$ cat src/rtl/instr_loader.sv
// Program loader: assembles a little-endian byte stream into 32-bit words and writes them
// to instruction memory while holding the CPU. Optional checksum byte: INSTR_LOADER_CHECKSUM_EN.
module instr_loader #(
  parameter int ADDR_W = 7,
  parameter int DATA_W = 32
) (
  input  logic              clk,
  input  logic              rst,
  input  logic              load_start,
  input  logic [ADDR_W-1:0] load_base,
  input  logic [ADDR_W:0]   load_len,
  input  logic              in_valid,
  input  logic [7:0]        in_data,
  output logic              in_ready,
  output logic              mem_we,
  output logic [ADDR_W-1:0] mem_addr,
  output logic [DATA_W-1:0] mem_wdata,
  output logic              busy,
  output logic              done,
  output logic              cpu_hold,
  output logic              chk_err
);

  typedef enum logic [2:0] {
    S_IDLE  = 3'd0,
    S_RECV  = 3'd1,
    S_WRITE = 3'd2,
    S_CHECK = 3'd3,
    S_DONE  = 3'd4
  } state_e;

  localparam logic [ADDR_W:0] MAX_LEN = {1'b1, {ADDR_W{1'b0}}};

  state_e              state_q, state_d;
  logic [ADDR_W-1:0]   addr_q, addr_d;
  logic [ADDR_W:0]     cnt_q, cnt_d;
  logic [1:0]          byte_q, byte_d;
  logic [DATA_W-1:0]   word_q, word_d;
`ifdef INSTR_LOADER_CHECKSUM_EN
  logic [7:0]          csum_q, csum_d;
  logic                chk_err_q, chk_err_d;
`endif

  // NOTE: every next-state signal gets its hold value first so no path can infer a latch.
  always_comb begin
    state_d = state_q;
    addr_d  = addr_q;
    cnt_d   = cnt_q;
    byte_d  = byte_q;
    word_d  = word_q;
`ifdef INSTR_LOADER_CHECKSUM_EN
    csum_d    = csum_q;
    chk_err_d = chk_err_q;
`endif
    case (state_q)
      S_IDLE: begin
        if (load_start) begin
          addr_d  = load_base;
          cnt_d   = (load_len > MAX_LEN) ? MAX_LEN : load_len;
          byte_d  = 2'd0;
`ifdef INSTR_LOADER_CHECKSUM_EN
          csum_d    = 8'h00;
          chk_err_d = 1'b0;
`endif
          state_d = (load_len == '0) ? S_DONE : S_RECV;
        end
      end
      S_RECV: begin
        if (in_valid) begin
          word_d[8*int'(byte_q) +: 8] = in_data;
`ifdef INSTR_LOADER_CHECKSUM_EN
          csum_d = csum_q ^ in_data;
`endif
          byte_d = byte_q + 2'd1;
          if (byte_q == 2'd3) state_d = S_WRITE;
        end
      end
      S_WRITE: begin
        addr_d = addr_q + 1'b1;  // wraps naturally at 2^ADDR_W
        cnt_d  = cnt_q - 1'b1;
        if (cnt_q == {{ADDR_W{1'b0}}, 1'b1}) begin
`ifdef INSTR_LOADER_CHECKSUM_EN
          state_d = S_CHECK;
`else
          state_d = S_DONE;
`endif
        end else begin
          state_d = S_RECV;
        end
      end
`ifdef INSTR_LOADER_CHECKSUM_EN
      S_CHECK: begin
        if (in_valid) begin
          chk_err_d = (in_data != csum_q);
          state_d   = S_DONE;
        end
      end
`endif
      S_DONE:  state_d = S_IDLE;
      default: state_d = S_IDLE;
    endcase
  end

  // NOTE: sequential state uses non-blocking assignments so all registers update together.
  always_ff @(posedge clk or posedge rst) begin
    if (rst) begin
      state_q <= S_IDLE;
      addr_q  <= '0;
      cnt_q   <= '0;
      byte_q  <= '0;
      word_q  <= '0;
`ifdef INSTR_LOADER_CHECKSUM_EN
      csum_q    <= '0;
      chk_err_q <= 1'b0;
`endif
    end else begin
      state_q <= state_d;
      addr_q  <= addr_d;
      cnt_q   <= cnt_d;
      byte_q  <= byte_d;
      word_q  <= word_d;
`ifdef INSTR_LOADER_CHECKSUM_EN
      csum_q    <= csum_d;
      chk_err_q <= chk_err_d;
`endif
    end
  end

  // Outputs decode registered state only, so in_ready never depends on in_valid.
`ifdef INSTR_LOADER_CHECKSUM_EN
  assign in_ready = (state_q == S_RECV) || (state_q == S_CHECK);
  assign chk_err  = chk_err_q;
`else
  assign in_ready = (state_q == S_RECV);
  assign chk_err  = 1'b0;
`endif
  assign mem_we    = (state_q == S_WRITE);
  assign mem_addr  = addr_q;
  assign mem_wdata = word_q;
  assign busy      = (state_q != S_IDLE);
  assign cpu_hold  = (state_q != S_IDLE);
  assign done      = (state_q == S_DONE);

endmodule

$ cat config.mk
export PLATFORM = sky130hd
export DESIGN_NAME = instr_loader
export DESIGN_NICKNAME = d
export VERILOG_FILES = /design/src/rtl/instr_loader.sv
export SDC_FILE = /design/constraint.sdc
export NUM_CORES = 1
export LEC_CHECK = 0
export CAP_MARGIN = 30
export CORE_MARGIN = 4
export CORE_UTILIZATION = 45
export DETAILED_ROUTE_END_ITERATION = 12
export DONT_BUFFER_PORTS = 1
export GPL_TIMING_DRIVEN = 0
export SLEW_MARGIN = 20
export SYNTH_ARGS = -nofsm -noshare
export SYNTH_HDL_FRONTEND = slang
export SYNTH_SLANG_ARGS = --single-unit
$ cat constraint.sdc
create_clock -name clk -period 3.9 [get_ports clk]
set_clock_uncertainty 0.15 [all_clocks]
set_input_delay 0.39 -clock clk [delete_from_list [all_inputs] [get_ports clk]]
set_output_delay 0.39 -clock clk [all_outputs]
set_load 0.01 [all_outputs]
==> tab_implementation.tex, run 1 <==
\begin{tabular}{lr}
\hline
Metric & Value \\
\hline
\multicolumn{2}{l}{\textbf{Timing}} \\
Fin. max-slew vios & 0 \\
Final period utilization & 61.28\% \\
Setup\_tns & 0 ns \\
Final worst path period need & 2.390 ns \\
Setup slack of the critical path after layout & 1.510 ns \\
Final Hold Fails & 0 \\
Slew at the pin closest to its max-slew limit & 0.8763 ns \\
Setup repair after global routing missed its margin & no \\
Peak Freq & 418.4 MHz \\
Relative slew slack & 41.46\% \\
Final setup violating endpoints & 0 \\
\multicolumn{2}{l}{\textbf{Final layout}} \\
Leading cell type in the layout, fill and taps excluded & sky130\_fd\_sc\_hd\_\_nand2\_1 \\
Flip-flop and latch area & 0.001301 mm2 \\
Post-layout instance count excluding filler cells & 352 \\
Fraction of final layout cells with drive strength greater than 1 & 8.865\% \\
Area grow syn2layout & 9.128\% \\
Area used by multi-input combinational logic & 0.001089 mm2 \\
Number of inserted diodes & 0 \\
Fillers & 520 \\
Commonest non-fill, non-tap cells in the layout & sky130\_fd\_sc\_hd\_\_nand2\_1 (84), sky130\_fd\_sc\_hd\_\_dfrtp\_1 (52), sky130\_fd\_sc\_hd\_\_o21ai\_0 (40) \\
Post-layout nets & 316 \\
\multicolumn{2}{l}{\textbf{Worst setup path}} \\
Critical Path End & mem\_we \\
Crit start category & register \\
Crit path capture type & primary output \\
Startpoint of the worst setup timing path & state\_q[2] \\
Req. time, crit path & 3.36 ns \\
Type of the worst setup path & reg -> out \\
Top fanout value on the critical path & 10 \\
Arrival @ worst endpoint & 1.85 ns \\
Cells on worst reg2reg path & 5 \\
R2R Path End & mem\_wdata[8] \\
R2R Path Start & state\_q[1] \\
FF-to-FF setup slack & 1.58 ns \\
\multicolumn{2}{l}{\textbf{Yosys}} \\
Fraction of the mapped netlist area in simple logic gates & 22.06\% \\
Share of the synthesized area in the top cell type & 52.74\% \\
Post-Synthesis Cell Area & 0.002467 mm2 \\
Post-synthesis compound-gate area fraction & 17.39\% \\
Area leader, netlist & sky130\_fd\_sc\_hd\_\_dfrtp\_1 \\
Portion of the post-synthesis area used by sequential elements & 52.74\% \\
Synth Area in XOR/XNOR & 0\% \\
Primary FF master, synth & sky130\_fd\_sc\_hd\_\_dfrtp\_1 \\
Post-Syn Nets & 306 \\
Gate Count Post-Synth & 271 \\
Leading cell types by total area after synthesis & sky130\_fd\_sc\_hd\_\_dfrtp\_1 (53\%), sky130\_fd\_sc\_hd\_\_nand2\_1 (13\%), sky130\_fd\_sc\_hd\_\_o21ai\_0 (8.1\%), sky130\_fd\_sc\_hd\_\_ha\_1 (4.1\%), sky130\_fd\_sc\_hd\_\_a21oi\_1 (2.2\%) \\
Main combinational cell family by area after synthesis & simple AND/OR/NAND/NOR gates \\
Average instance area after synthesis & 9.105 um2 \\
Register bit count reported by yosys & 52 \\
Warning count from the yosys run & 0 \\
Multiplexer area fraction after synthesis & 0.4564\% \\
Number of enable flip-flop cells after synthesis & 0 \\
Share of synthesized flip-flops with an asynchronous set or reset & 100.0\% \\
Cell variety after synth & 44 \\
Post-synthesis adder-cell area fraction & 4.057\% \\
\multicolumn{2}{l}{\textbf{Power and ir drop}} \\
Static Leakage & 1.151 nW \\
Power per cell area & 767.1 mW/mm2 \\
Post-layout total power & 2.066 mW \\
Max VDD drop & 0.3660 mV \\
\multicolumn{2}{l}{\textbf{Floorplanning}} \\
Number of rows in the core area & 26 \\
Placeable core area & 0.005205 mm2 \\
Initial Utilization & 47.40\% \\
Die W & 82.05 um \\
Number of placed I/O pins & 72 \\
Area enclosed by the die boundary & 0.006731 mm2 \\
Die Height & 82.05 um \\
\multicolumn{2}{l}{\textbf{Routing}} \\
First-pass iteration count of the detailed router & 4 \\
Via Count & 1962 \\
Post-DRT Antenna Nets & 0 \\
Detailed Route WL & 5843 um \\
WL per Instance & 16.60 um \\
Detailed Route Iter0 Violations & 117 \\
Post-DR vias/cell & 5.574 \\
Remaining DRCs & 0 \\
\multicolumn{2}{l}{\textbf{Clocking}} \\
Clock Root Buffer & sky130\_fd\_sc\_hd\_\_clkbuf\_8 \\
Insertion delay of the later-clocked pin in the worst-skew pair & 0.30 ns \\
CTS tree & done \\
CTS buffer count & 5 \\
Longest Clk Path Bufs & 2 \\
Clock sink count & 52 \\
Maximum level of the CTS H-tree & 2 \\
Clk pin slew, worst setup/hold paths & 0.10 ns \\
Postcts setup bufs & 0 \\
Count of cells resized by post-cts repair & 0 \\
Number of buffers inserted for hold repair after clock tree synthesis & 1 \\
\multicolumn{2}{l}{\textbf{GRT}} \\
Remaining global-route overflow & 0 \\
First-pass GRT wire length & 9694 um \\
Number of antenna violations at the first check in global routing & 0 \\
Pin count of the biggest net entering global routing & 53 \\
Number of global-route vias before repair & 1899 \\
Global Route Usage Sum & 18.65\% \\
\multicolumn{2}{l}{\textbf{Run}} \\
Max Cap Violations & 0 \\
\multicolumn{2}{l}{\textbf{Place}} \\
Port Buf Inserts & 0 \\
GPL Wtd Cong & 0.7656 \\
Cell total after placement & 341 \\
Worst Setup Slack post-DPL & 1.581 ns \\
Half-perimeter wire length after detailed placement & 4300 um \\
\multicolumn{2}{l}{\textbf{Hold path}} \\
Classification of the worst-slack hold path & in -> reg \\
Worst Min Path Start & load\_len[6] \\
\multicolumn{2}{l}{\textbf{Run status}} \\
Run status & completed \\
\hline
\end{tabular}
==> critical path, cell delays in order, from the launching register on <==
cell	delay (ns)
sky130_fd_sc_hd__dfrtp_1	0.46
sky130_fd_sc_hd__or3b_2	0.48
sky130_fd_sc_hd__buf_2	0.19
sky130_fd_sc_hd__inv_2	0.15
sky130_fd_sc_hd__buf_2	0.27
==> cell usage after synthesis, drive strengths merged, types with 2 or more instances <==
| master | instances |
|---|---|
| o22ai | 5 |
| a22o | 4 |
| nand2 | 84 |
| o211ai | 2 |
| dfrtp | 52 |
| inv | 8 |
| nor4 | 3 |
| a21oi | 11 |
| o311ai | 2 |
| nand3 | 6 |
| o21ai | 40 |
| buf | 4 |
| clkbuf | 6 |
| or3 | 2 |
| ha | 8 |
| or4 | 2 |
| nor3b | 6 |
| nor3 | 2 |
| nor2 | 4 |
| or4b | 2 |
==> stage by stage <==
stage,hold slack [ns],util (%),cell area (um2)
4_1_cts,0.04766,51.54,2683
5_1_grt,0.03964,51.73,2693
2_1_floorplan,0.3468,-,2467
3_5_place_dp,0.2530,49.13,2557
3_3_place_gp,0.3662,49.09,2555
6_report,0.05319,51.73,2693
==> where the power goes <==
group          internal, mW  switching, mW
Sequential            0.759          0.291
Clock                 0.195          0.186
Combinational         0.262          0.372
Total                  1.22          0.850
==> flip-flops by register name (all words and copies together) (netlist names) <==
| name | count |
|---|---|
| mem_wdata | 32 |
| byte_q | 2 |
| state_q | 3 |
| cnt_q | 8 |
| mem_addr | 7 |
==> kinds of logic after synthesis <==
group / Yosys count
muxes: 1
buffers and inverters: 18
and+or+nand+nor: 118
DFF: 52
adders and majority gates: 8
AOI/OAI and AO/OA: 73
other: 1
==> layout make-up <==
cell class | count | share of cell area, %
clock buffers | 5 | 2.556
multi-input cells | 201 | 40.43
flip-flops and latches | 52 | 48.33
plain buffers | 10 | 1.766
well taps | 70 | 3.253
repair buffers | 3 | 0.7435
inverters | 8 | 1.208
clock inverters | 3 | 1.719
==> per-layer routing <==
| metal | up-vias | track usage (%) | part of all wire, % |
|---|---|---|---|
| met2 | 48 | 26.41 | 44 |
| li1 | 964 | - | - |
| met4 | 0 | 2.990 | 0.46 |
| met3 | 3 | 7.018 | 8.1 |
| met1 | 947 | 27.49 | 48 |
| met5 | - | 0 | 0 |
==> worst min-delay path by stage <==
stage,end,cells past startpoint
floorplan,cnt_q[7],1
detailed placement,mem_wdata[9],1
CTS,mem_wdata[21],2
global route,mem_wdata[18],2
global placement,cnt_q[6],2
finish,cnt_q[6],2
Note: power is estimated with default switching activity, not from simulation.
==> inputs of run 2 (changes only) <==
==> constraint.sdc (replaced) <==
create_clock -name clk -period 2.4 [get_ports clk]
set_clock_uncertainty 0.15 [all_clocks]
set_input_delay 0.24 -clock clk [delete_from_list [all_inputs] [get_ports clk]]
set_output_delay 0.24 -clock clk [all_outputs]
set_load 0.01 [all_outputs]
==> tab_implementation.tex, run 2 (same netlist as run 1, synthesis figures left out) <==
\begin{tabular}{lr}
\hline
Metric & Value \\
\hline
\multicolumn{2}{l}{\textbf{Clocking}} \\
Postcts setup bufs & 0 (unchanged) \\
CTS buffer count & 5 (unchanged) \\
CTS tree & done \\
Clock sink count & 52 (unchanged) \\
Longest Clk Path Bufs & 2 (unchanged) \\
Clock Root Buffer & sky130\_fd\_sc\_hd\_\_clkbuf\_8 \\
Maximum level of the CTS H-tree & 2 (unchanged) \\
Insertion delay of the later-clocked pin in the worst-skew pair & 0.30 ns (about the same) \\
Clk pin slew, worst setup/hold paths & 0.10 ns (about the same) \\
\multicolumn{2}{l}{\textbf{Timing}} \\
Setup\_tns & 0 ns (unchanged) \\
Final worst path period need & 2.290 ns \\
Final period utilization & 95.40\% \\
Setup repair after global routing missed its margin & no \\
Relative slew slack & 56.09\% (+15 points) \\
Fin. max-slew vios & 0 (unchanged) \\
Slew at the pin closest to its max-slew limit & 0.6586 ns (-0.2176 ns) \\
Final Hold Fails & 0 (unchanged) \\
Post-Route Hold Slack & 0.02812 ns (-0.02507 ns) \\
Setup slack of the critical path after layout & 0.1104 ns (-1.399 ns) \\
Peak Freq & 436.8 MHz \\
Final setup violating endpoints & 0 (unchanged) \\
\multicolumn{2}{l}{\textbf{Place}} \\
Worst Setup Slack post-DPL & 0.08111 ns (-1.500 ns) \\
Half-perimeter wire length after detailed placement & 4300 um (unchanged) \\
Port Buf Inserts & 0 (unchanged) \\
GPL Wtd Cong & 0.7656 (unchanged) \\
Cell total after placement & 341 (unchanged) \\
Post-DP Area & 0.002557 mm2 (unchanged) \\
\multicolumn{2}{l}{\textbf{Worst setup path}} \\
Cells on worst reg2reg path & 5 (unchanged) \\
Highest cell delay on the worst timing path & 0.68 ns (+0.20 ns) \\
Startpoint of the worst setup timing path & state\_q[2] \\
Arrival @ worst endpoint & 2.35 ns (+0.50 ns) \\
Cell with the largest stage delay on the worst path & sky130\_fd\_sc\_hd\_\_or4b\_2 \\
Crit start category & register \\
Type of the worst setup path & reg -> reg \\
Req. time, crit path & 2.46 ns (-0.90 ns) \\
Top fanout value on the critical path & 10 (unchanged) \\
Crit path capture type & register \\
Cells along the critical path & or4b\_2 -> clkbuf\_1 -> nor2\_1 -> nand2\_1 -> o221ai\_1 \\
R2R Path Start & state\_q[2] \\
\multicolumn{2}{l}{\textbf{Final layout}} \\
Leading cell type in the layout, fill and taps excluded & sky130\_fd\_sc\_hd\_\_nand2\_1 \\
Post-layout instance count excluding filler cells & 371 (+5.4\%) \\
Utilization after layout & 55.70\% (+4.0 points) \\
Fillers & 497 (-4.4\%) \\
Number of inserted diodes & 0 (unchanged) \\
Post-layout nets & 335 (+6.0\%) \\
Area grow syn2layout & 17.49\% \\
Fraction of final layout cells with drive strength greater than 1 & 9.302\% (+0.44 points) \\
Commonest non-fill, non-tap cells in the layout & sky130\_fd\_sc\_hd\_\_nand2\_1 (84), sky130\_fd\_sc\_hd\_\_dfrtp\_1 (52), sky130\_fd\_sc\_hd\_\_o21ai\_0 (40) \\
Final non-filler cell area & 0.002899 mm2 (+7.7\%) \\
Number of flip-flops under the largest register name & 32 (unchanged) \\
\multicolumn{2}{l}{\textbf{Routing}} \\
Detailed Route WL & 6050 um (+3.5\%) \\
Remaining DRCs & 0 (unchanged) \\
First-pass iteration count of the detailed router & 4 (unchanged) \\
Post-DRT Antenna Nets & 0 (unchanged) \\
Detailed Route Iter0 Violations & 152 (+30\%) \\
Via Count & 2032 (+3.6\%) \\
Post-DR vias/cell & 5.477 (-1.7\%) \\
WL per Instance & 16.31 um (-1.8\%) \\
\multicolumn{2}{l}{\textbf{Hold path}} \\
Worst Min Path Start & load\_base[4] \\
WHS Path Cells & 2 (unchanged) \\
Classification of the worst-slack hold path & in -> reg \\
\multicolumn{2}{l}{\textbf{GRT}} \\
First-pass GRT wire length & 10120 um (+4.4\%) \\
Number of antenna violations at the first check in global routing & 0 (unchanged) \\
Global Route Usage Sum & 19.37\% (+0.72 points) \\
Number of global-route vias before repair & 1995 (+5.1\%) \\
Remaining global-route overflow & 0 (unchanged) \\
Pin count of the biggest net entering global routing & 53 (unchanged) \\
\multicolumn{2}{l}{\textbf{Floorplanning}} \\
Number of placed I/O pins & 72 (unchanged) \\
Die Height & 82.05 um (unchanged) \\
Die W & 82.05 um (unchanged) \\
Number of rows in the core area & 26 (unchanged) \\
Placeable core area & 0.005205 mm2 (unchanged) \\
Area enclosed by the die boundary & 0.006731 mm2 (unchanged) \\
Initial Utilization & 47.40\% (unchanged) \\
\multicolumn{2}{l}{\textbf{Power and ir drop}} \\
Static Leakage & 1.234 nW (+7.2\%) \\
Power per cell area & 1178 mW/mm2 (+54\%) \\
Max VDD drop & 0.5774 mV (+58\%) \\
Post-layout total power & 3.415 mW (+65\%) \\
\multicolumn{2}{l}{\textbf{Run status}} \\
Run status & completed \\
\multicolumn{2}{l}{\textbf{Run}} \\
Max Cap Violations & 0 (unchanged) \\
\hline
\end{tabular}
-- run 2: cell count changes in the layout (fill, tap and decap cells not counted), sizes merged --
cell,delta
dlygate4sd3,+19
-- run 2: power breakdown --
group	switching, mW	total [mW]	leakage [nW]	internal [mW]
registers	0.476	1.71	0.686	1.23
logic	0.630	1.09	0.488	0.457
clock network	0.303	0.620	0.0600	0.316
-- run 2: layout make-up --
cell class / instances / area (um2) / share of cell area [%]
flip-flops and latches: 52 / 1301 / 44.89
multi-input cells: 201 / 1105 / 38.11
repair buffers: 22 / 210.2 / 7.251
well taps: 70 / 87.58 / 3.021
clock buffers: 5 / 68.82 / 2.374
plain buffers: 10 / 47.55 / 1.640
clock inverters: 3 / 46.29 / 1.597
inverters: 8 / 32.53 / 1.122
-- run 2: repair_timing --
action,4_1_cts,5_1_grt
hold buffers,20,0
endpoints found under the setup margin,0,29
endpoints found under the hold margin,95,0
resized for setup,0,3
-- run 2: metal layers --
layer  global-route usage [%]  routed length, um
met5                        0                  0
met4                    2.990                 27
met3                    6.579                483
met2                    26.98               2632
met1                    29.43               2906
-- run 2: worst paths after layout --
path,end,slack [ns]
worst max register to register,cnt_q[1],0.11
worst min register to register,mem_wdata[28],0.41
max in group asynchronous,cnt_q[6],1.30
worst max-delay path,cnt_q[1],0.11
worst min-delay path,mem_addr[4],0.03
min in group asynchronous,mem_wdata[9],0.35
-- run 2: critical path, delay by kind of cell, from the launching register on --
kind,cells,cell delay (ns)
flops,1,0.47
compound gates,1,0.10
simple gates,3,1.20
buf+inv,1,0.28
==> inputs of run 3 (changes only) <==
--- a/config.mk
+++ b/config.mk
@@ -6,8 +6,8 @@
 export NUM_CORES = 1
 export LEC_CHECK = 0
 export CAP_MARGIN = 30
-export CORE_MARGIN = 4
-export CORE_UTILIZATION = 45
+export CORE_MARGIN = 1.5
+export CORE_UTILIZATION = 40
 export DETAILED_ROUTE_END_ITERATION = 12
 export DONT_BUFFER_PORTS = 1
 export GPL_TIMING_DRIVEN = 0
==> tab_implementation.tex, run 3 (same netlist as run 1, synthesis figures left out) <==
\begin{tabular}{lr}
\hline
Metric & Value \\
\hline
\multicolumn{2}{l}{\textbf{Clocking}} \\
Clk pin slew, worst setup/hold paths & 0.10 ns (about the same) \\
Postcts setup bufs & 0 (unchanged) \\
Clock sink count & 52 (unchanged) \\
CTS buffer count & 5 (unchanged) \\
Maximum level of the CTS H-tree & 2 (unchanged) \\
CTS tree & done \\
Longest Clk Path Bufs & 2 (unchanged) \\
Clock Root Buffer & sky130\_fd\_sc\_hd\_\_clkbuf\_8 \\
Insertion delay of the later-clocked pin in the worst-skew pair & 0.31 ns (about the same) \\
\multicolumn{2}{l}{\textbf{GRT}} \\
Met1 usage in global routing & 26.78\% (-2.6 points) \\
Number of antenna violations at the first check in global routing & 0 (unchanged) \\
Global Route Usage Sum & 18.96\% (-0.41 points) \\
Global-route met2 utilization & 27.60\% (+0.62 points) \\
Gr busiest metal & met2 \\
Met3 Track Usage GR & 6.333\% (-0.25 points) \\
First-pass GRT wire length & 9522 um (-5.9\%) \\
Remaining global-route overflow & 0 (unchanged) \\
Pin count of the biggest net entering global routing & 53 (unchanged) \\
Number of global-route vias before repair & 1951 (-2.2\%) \\
\multicolumn{2}{l}{\textbf{Final layout}} \\
Commonest non-fill, non-tap cells in the layout & sky130\_fd\_sc\_hd\_\_nand2\_1 (84), sky130\_fd\_sc\_hd\_\_dfrtp\_1 (52), sky130\_fd\_sc\_hd\_\_o21ai\_0 (40) \\
Number of inserted diodes & 0 (unchanged) \\
Post-layout instance count excluding filler cells & 375 (+1.1\%) \\
Final non-filler cell area & 0.002932 mm2 (+1.1\%) \\
Area grow syn2layout & 18.81\% \\
Post-layout nets & 334 (-0.30\%) \\
Number of flip-flops under the largest register name & 32 (unchanged) \\
Fraction of final layout cells with drive strength greater than 1 & 9.000\% (-0.30 points) \\
Leading cell type in the layout, fill and taps excluded & sky130\_fd\_sc\_hd\_\_nand2\_1 \\
\multicolumn{2}{l}{\textbf{Hold path}} \\
WHS Path Cells & 2 (unchanged) \\
Worst Min Path Start & load\_base[4] \\
Classification of the worst-slack hold path & in -> reg \\
\multicolumn{2}{l}{\textbf{Floorplanning}} \\
Number of placed I/O pins & 72 (unchanged) \\
Area enclosed by the die boundary & 0.006649 mm2 (-1.2\%) \\
Die W & 81.54 um (-0.62\%) \\
Placeable core area & 0.005956 mm2 (+14\%) \\
Initial Utilization & 41.43\% (-6.0 points) \\
Number of rows in the core area & 28 (+7.7\%) \\
Die Height & 81.54 um (-0.62\%) \\
\multicolumn{2}{l}{\textbf{Power and ir drop}} \\
Fraction of power consumed by combinational cells & 30.5\% (-1.3 points) \\
Clock network power share & 20.8\% (+2.7 points) \\
Static Leakage & 1.244 nW (+0.79\%) \\
Sw Share & 39.75\% (-1.5 points) \\
Internal & 2.112 mW (+5.3\%) \\
Sequential Power Share & 48.7\% (-1.3 points) \\
Max VDD drop & 0.4993 mV (-14\%) \\
Switch Pwr & 1.393 mW (-1.1\%) \\
Power per cell area & 1196 mW/mm2 (+1.5\%) \\
\multicolumn{2}{l}{\textbf{Routing}} \\
First-pass iteration count of the detailed router & 4 (unchanged) \\
Detailed Route WL & 6036 um (-0.23\%) \\
Detailed Route Iter0 Violations & 115 (-24\%) \\
Post-DR vias/cell & 5.437 (-0.73\%) \\
Via Count & 2039 (+0.34\%) \\
WL per Instance & 16.10 um (-1.3\%) \\
Remaining DRCs & 0 (unchanged) \\
Post-DRT Antenna Nets & 0 (unchanged) \\
\multicolumn{2}{l}{\textbf{Worst setup path}} \\
Arrival @ worst endpoint & 1.91 ns (-0.44 ns) \\
Crit path capture type & primary output \\
Top fanout value on the critical path & 10 (unchanged) \\
Cells on worst reg2reg path & 5 (unchanged) \\
Req. time, crit path & 2.01 ns (-0.45 ns) \\
FF-to-FF setup slack & 0.13 ns (+0.02 ns) \\
Crit start category & register \\
Type of the worst setup path & reg -> out \\
Startpoint of the worst setup timing path & state\_q[1] \\
R2R Path Start & byte\_q[0] \\
\multicolumn{2}{l}{\textbf{Timing}} \\
Post-Route Hold Slack & 0.009065 ns (-0.01905 ns) \\
Final setup violating endpoints & 0 (unchanged) \\
Slew at the pin closest to its max-slew limit & 0.9674 ns (+0.3087 ns) \\
Fin. max-slew vios & 0 (unchanged) \\
Final period utilization & 96.00\% (+0.60 points) \\
Final Hold Fails & 0 (unchanged) \\
Final worst path period need & 2.304 ns (+0.01446 ns) \\
Setup\_tns & 0 ns (unchanged) \\
Relative slew slack & 35.37\% (-21 points) \\
Setup repair after global routing missed its margin & yes \\
Peak Freq & 434.0 MHz (-0.63\%) \\
\multicolumn{2}{l}{\textbf{Place}} \\
GPL Wtd Cong & 0.7896 (+3.1\%) \\
Post-DP Area & 0.002564 mm2 (+0.24\%) \\
Half-perimeter wire length after detailed placement & 4072 um (-5.3\%) \\
Port Buf Inserts & 0 (unchanged) \\
Cell total after placement & 346 (+1.5\%) \\
\multicolumn{2}{l}{\textbf{Run}} \\
Max Cap Violations & 0 (unchanged) \\
\multicolumn{2}{l}{\textbf{Run status}} \\
Run status & completed \\
\hline
\end{tabular}
[run 3: cell count changes in the layout (fill, tap and decap cells not counted)]
cell / change
sky130_fd_sc_hd__inv_6: +1
sky130_fd_sc_hd__clkinv_2: -1
sky130_fd_sc_hd__bufinv_16: +1
sky130_fd_sc_hd__nor3b_1: -1
sky130_fd_sc_hd__nor4bb_2: -1
sky130_fd_sc_hd__nor3_1: +1
sky130_fd_sc_hd__nor4bb_4: +1
sky130_fd_sc_hd__nor3_2: -1
sky130_fd_sc_hd__clkbuf_2: -1
sky130_fd_sc_hd__nor3b_2: +1
sky130_fd_sc_hd__inv_8: -1
[run 3: timing repair]
action                                 CTS  global route
resized for setup                        1             3
hold buffers                            20             0
setup endpoints to repair               18            14
endpoints found under the hold margin   95             0
[run 3: cell type report]
| cell class | count | area, um2 |
|---|---|---|
| sequential | 52 | 1301 |
| fill | 562 | 3024 |
| multi-input combinational | 201 | 1114 |
| inverter | 8 | 32.53 |
| timing repair buffer | 21 | 205.2 |
| clock inverter | 3 | 68.82 |
| clock buffer | 5 | 68.82 |
| buffer | 10 | 47.55 |
| tap | 75 | 93.84 |
[run 3: worst max-delay path, stage by stage (launching register included)]
cell	delay (ns)
sky130_fd_sc_hd__dfrtp_1	0.51
sky130_fd_sc_hd__or3b_2	0.47
sky130_fd_sc_hd__buf_2	0.20
sky130_fd_sc_hd__inv_2	0.16
sky130_fd_sc_hd__buf_2	0.26
[run 3: metrics by stage]
stage / power, mW / util [%] / setup WS, ns
6_report: 3.505 / 49.22 / 0.09598
2_1_floorplan: 2.450 / - / 0.3147
5_1_grt: 3.815 / 49.22 / -0.03949
4_1_cts: 3.509 / 48.82 / 0.1290
3_3_place_gp: 2.711 / 43.00 / 0.02012
3_5_place_dp: 2.734 / 43.05 / 0.006275
[run 3: path summary, 6_finish.rpt]
path | to
max | mem_we
min | mem_addr[4]
max reg2reg | mem_wdata[6]
min reg2reg | cnt_q[7]
max in group asynchronous | cnt_q[7]
min in group asynchronous | mem_wdata[13]
[run 3: power by group through the flow]
stage	registers (mW)	logic, mW	clock network [mW]
floorplan	1.62	0.831	0
global placement	1.72	0.995	0
detailed placement	1.72	1.01	0
CTS	1.71	1.06	0.746
global route	1.77	1.26	0.780
finish	1.71	1.07	0.729
[run 3: metal layers]
layer / vias up / wire (um)
li1: 1001 / -
met3: 4 / 413
met1: 981 / 2840
met4: 0 / 72
met5: - / 0
met2: 53 / 2709
